### src/rtl/seq_adder.sv
// Multi-cycle unsigned adder: adds a+b CHUNK bits per cycle with a rippled carry flop.
// Define SEQ_ADDER_SUB_EN to add the sub port (a-b with borrow on overflow).
module seq_adder #(
    parameter int SIZE  = 16,
    parameter int CHUNK = 4
) (
    input  logic            clk,
    input  logic            rst_n,
    input  logic            in_valid,
    output logic            in_ready,
    input  logic [SIZE-1:0] a,
    input  logic [SIZE-1:0] b,
`ifdef SEQ_ADDER_SUB_EN
    input  logic            sub,
`endif
    output logic            out_valid,
    input  logic            out_ready,
    output logic [SIZE-1:0] out,
    output logic            overflow
);

    localparam int unsigned NCH = SIZE / CHUNK;
    localparam int unsigned CW  = (NCH > 1) ? $clog2(NCH) : 1;
    localparam logic [CW-1:0] LAST = CW'(NCH - 1);

    generate
        if ((SIZE % CHUNK) != 0) begin : g_chunk_check
            $error("seq_adder: SIZE must be a multiple of CHUNK");
        end
    endgenerate

    typedef enum logic [1:0] {IDLE, ADD, DONE} state_t;

    state_t          state, state_n;
    logic            accept;
    logic            last;
    logic [SIZE-1:0] a_q, b_q;
    logic [SIZE-1:0] out_q;
    logic            ovf_q;
    logic            carry;
    logic [CW-1:0]   count;
    logic [CHUNK:0]  sum;
`ifdef SEQ_ADDER_SUB_EN
    logic            sub_q;
`endif

    always_ff @(posedge clk or negedge rst_n) begin
        if (!rst_n) state <= IDLE;
        else        state <= state_n;
    end

    always_comb begin
        state_n   = state;
        in_ready  = 1'b0;
        out_valid = 1'b0;
        accept    = 1'b0;
        case (state)
            IDLE: begin
                in_ready = 1'b1;
                if (in_valid) begin
                    accept  = 1'b1;
                    state_n = ADD;
                end
            end
            ADD: begin
                if (last) state_n = DONE;
            end
            DONE: begin
                out_valid = 1'b1;
                if (out_ready) state_n = IDLE;
            end
            default: state_n = IDLE;
        endcase
    end

    // Operand registers shift right each cycle so the current slice is always the low CHUNK bits.
    assign last = (count == LAST);
    assign sum  = {1'b0, a_q[CHUNK-1:0]} + {1'b0, b_q[CHUNK-1:0]} + (CHUNK+1)'(carry);

    always_ff @(posedge clk or negedge rst_n) begin
        if (!rst_n) begin
            a_q   <= '0;
            b_q   <= '0;
            out_q <= '0;
            ovf_q <= 1'b0;
            carry <= 1'b0;
            count <= '0;
`ifdef SEQ_ADDER_SUB_EN
            sub_q <= 1'b0;
`endif
        end else if (accept) begin
            a_q   <= a;
            count <= '0;
`ifdef SEQ_ADDER_SUB_EN
            b_q   <= sub ? ~b : b;
            carry <= sub;
            sub_q <= sub;
`else
            b_q   <= b;
            carry <= 1'b0;
`endif
        end else if (state == ADD) begin
            a_q   <= a_q >> CHUNK;
            b_q   <= b_q >> CHUNK;
            carry <= sum[CHUNK];
            count <= count + 1'b1;
            for (int unsigned i = 0; i < NCH; i++) begin
                if (count == CW'(i)) out_q[i*CHUNK +: CHUNK] <= sum[CHUNK-1:0];
            end
            if (last) begin
`ifdef SEQ_ADDER_SUB_EN
                ovf_q <= sum[CHUNK] ^ sub_q;
`else
                ovf_q <= sum[CHUNK];
`endif
            end
        end
    end

    assign out      = out_q;
    assign overflow = ovf_q;

endmodule

### config.mk
export PLATFORM = sky130hd
export DESIGN_NAME = seq_adder
export DESIGN_NICKNAME = d
export VERILOG_FILES = /design/src/rtl/seq_adder.sv
export SDC_FILE = /design/constraint.sdc
export NUM_CORES = 1
export LEC_CHECK = 0
export ABC_AREA = 1
export ABC_CLOCK_PERIOD_IN_PS = 3050
export BUFFER_PORTS_ARGS = -buffer_cell sky130_fd_sc_hd__buf_4
export CELL_PAD_IN_SITES_DETAIL_PLACEMENT = 1
export CELL_PAD_IN_SITES_GLOBAL_PLACEMENT = 1
export CORE_AREA = 2 2 98 81
export DETAILED_ROUTE_END_ITERATION = 6
export DIE_AREA = 0 0 100 83
export GPL_ROUTABILITY_DRIVEN = 0
export PLACE_DENSITY_LB_ADDON = 0.1
export SKIP_CTS_REPAIR_TIMING = 1
export SYNTH_ARGS = -nofsm -noshare
export SYNTH_HDL_FRONTEND = slang
export SYNTH_SLANG_ARGS = --single-unit
### constraint.sdc
create_clock -name clk -period 3.05 [get_ports clk]
set_input_delay 0.305 -clock clk [delete_from_list [all_inputs] [get_ports clk]]
set_output_delay 0.305 -clock clk [all_outputs]
set_load 0.005 [all_outputs]
==> results_dict.tcl <==
set metrics [dict create \
    rsz0062_at_grt "false" \
    htree_num_levels 2 \
    grt_pass1_wl_mm 9.328 \
    synth.avg_cell_area_um2 8.745 \
    setup-violations-final 0 \
    dpl-instance-area_mm2 0.002925 \
    peakVddDrop_uv 291.9 \
    tns_ns 0 \
    ys_top_cells_by_area "dfrtp_1 (54%), nand2_1 (21%), nand3_1 (6.2%)" \
    vias 1934 \
    hold_viol_final 0 \
    syn_area_mm2 0.002484 \
    final.setup_skew_ns 0.007959 \
    synth.largest_area_cell "dfrtp_1" \
    grt_max_degree 55 \
    wl_per_cell_um 12.44 \
    ys_seq_elements 54 \
    finalNonFillerCells 428 \
    power.density_mw_per_mm2 1022 \
    worst_setup_path_start_kind "flip-flop" \
    path_class "flip-flop to flip-flop" \
    ys_types 22 \
    netlist.area_leader.share_pct 54.41 \
    ant_nets 0 \
    initial_core_util_pct 34.08 \
    slew_viol_final 0 \
    clockBufferDepth 2 \
    insertion_delay_ns 0.31 \
    min_period_over_period_pct 55.68 \
    synthCells 284 \
    fmax_mhz 588.9 \
    p_leak_nw 1.618 \
    dp_hpwl_mm 3.726 \
    die_h_um 83 \
    slew_headroom_pct 53.66 \
    drt_pass1_iterations 4 \
    antenna_found_initial 0 \
    coreArea_mm2 0.007287 \
    drv_cap 0 \
    status "finished clean" \
    hold_ws_ns 0.03926 \
    worst_pin_slew_ns 0.6952 \
    clockRootBuffer "clkbuf_8" \
    io_buffers 54 \
    design_area_mm2 0.003020 \
    first_iter_violations 51 \
    crit_arrival_ns 1.92 \
    post-route-min-period_ns 1.698 \
    clkTransAtPathRegs_ns 0.10 \
    ys.warnings.count 0 \
    cp-end-kind "flip-flop" \
    worstHoldPathType "input pin to async pin" \
    cp_max_fo 4 \
    row_count 28 \
    post-route-util_pct 41.45 \
    dieWidth_um 100 \
    yosysSeqAreaShare_pct 54.41 \
    cts_tree "yes" \
    final_nets 382 \
    grt_use_total_pct 13.96 \
    grt-ovfl-total 0 \
    drive_above_1_share_pct 21.01 \
    cts_inserted_buffers 5 \
    die_area_mm2 0.008300 \
    drc 0 \
    area_growth_pct 21.61 \
    routed_wl_mm 5.326 \
    clock_sinks 54 \
    cp.required_ns 3.28 \
    placedCellCount 420 \
    via_per_inst 4.519 \
    ios 55 \
    grt_pass1_vias 1961 \
    synthesis.nets 329 \
    diodes 0 \
]
==> synth_stat cells <==
| cell | number |
|---|---|
| nor2_1 | 2 |
| o22ai_1 | 1 |
| dfrtp_1 | 54 |
| inv_1 | 15 |
| nand2_8 | 1 |
| buf_6 | 3 |
| xnor2_1 | 1 |
| inv_2 | 2 |
| o31ai_1 | 1 |
| a21oi_1 | 2 |
| nand2_2 | 1 |
| nor2_8 | 2 |
| nand2_1 | 141 |
| fa_1 | 2 |
| buf_4 | 2 |
| ha_1 | 7 |
| o21ai_0 | 10 |
| clkinv_2 | 1 |
| nor2_4 | 1 |
| buf_12 | 1 |
| nand3_1 | 31 |
| buf_2 | 3 |
==> through the flow <==
step	total power, W	setup slack, ns
final	0.003086	1.352
after global placement	0.002680	1.420
after floorplan	0.002300	1.486
after global routing	0.003425	1.175
after detailed placement	0.002724	1.352
after CTS	0.003158	1.320
==> cell families after synthesis <==
group,share of synthesized area [%]
and+or+nand+nor,30.98
DFF,54.41
buffers and inverters,6.145
AOI/OAI and AO/OA,2.973
adders and majority gates,5.138
xor gates and xnor gates,0.3527
==> area by class of cell <==
type | count | area [um^2]
Timing Repair Buffer | 55 | 412.9
Fill cell | 884 | 4267
Sequential cell | 54 | 1351
Clock inverter | 2 | 12.51
Inverter | 18 | 68.82
Multi-Input combinational cell | 203 | 979.7
Clock buffer | 6 | 82.58
Tap cell | 90 | 112.6
==> critical path, stage by stage (launching register included) <==
cell and delay, ns:
dfrtp_1 0.41, fa_1 0.48, inv_1 0.09, fa_1 0.45, o21ai_0 0.18
==> flip-flops by register name, summed over array words and instances (netlist names) <==
name	count
state	2
out	16
carry	1
a_q	16
b_q	16
overflow	1
count	2
==> cells in the final DEF (no fill, tap or decap), drive strengths merged <==
master,count
buf,55
nand3,31
inv,17
clkinv,2
clkinvlp,1
fa,2
nand2,143
dfrtp,54
o22ai,1
o21ai,10
ha,7
clkbuf,6
a21oi,2
nor2,5
xnor2,1
o31ai,1
==> final timing paths <==
path                                          start              endpoint  slack, ns  cells past startpoint
worst max-delay path             a_q[0]$_DFFE_PN0P_    out[9]$_DFFE_PN0P_       1.35                      4
worst min-delay path                          rst_n    b_q[3]$_DFFE_PN0P_       0.04                      1
worst max register to register   a_q[0]$_DFFE_PN0P_    out[9]$_DFFE_PN0P_       1.35                      4
worst min register to register  b_q[14]$_DFFE_PN0P_   b_q[14]$_DFFE_PN0P_       0.48                      2
max in group asynchronous                     rst_n    a_q[6]$_DFFE_PN0P_       2.56                      1
min in group clk                          out_ready  state[1]$_DFFE_PN0P_       0.18                      2
==> power breakdown <==
part | total [W] | switching (W) | internal [W]
Sequential | 0.00123 | 0.000190 | 0.00104
Clock | 0.000426 | 0.000242 | 0.000183
Combinational | 0.00143 | 0.000860 | 0.000565
Total | 0.00309 | 0.00129 | 0.00179
==> metal layers <==
metal	up-vias	global-route usage [%]	wire length [um]
met5	-	0	0
met4	0	4.110	64
met3	8	3.283	274
met2	42	21.01	2278
met1	895	20.03	2708
li1	989	-	-
No activity file was read; power rests on OpenSTA's default activity.
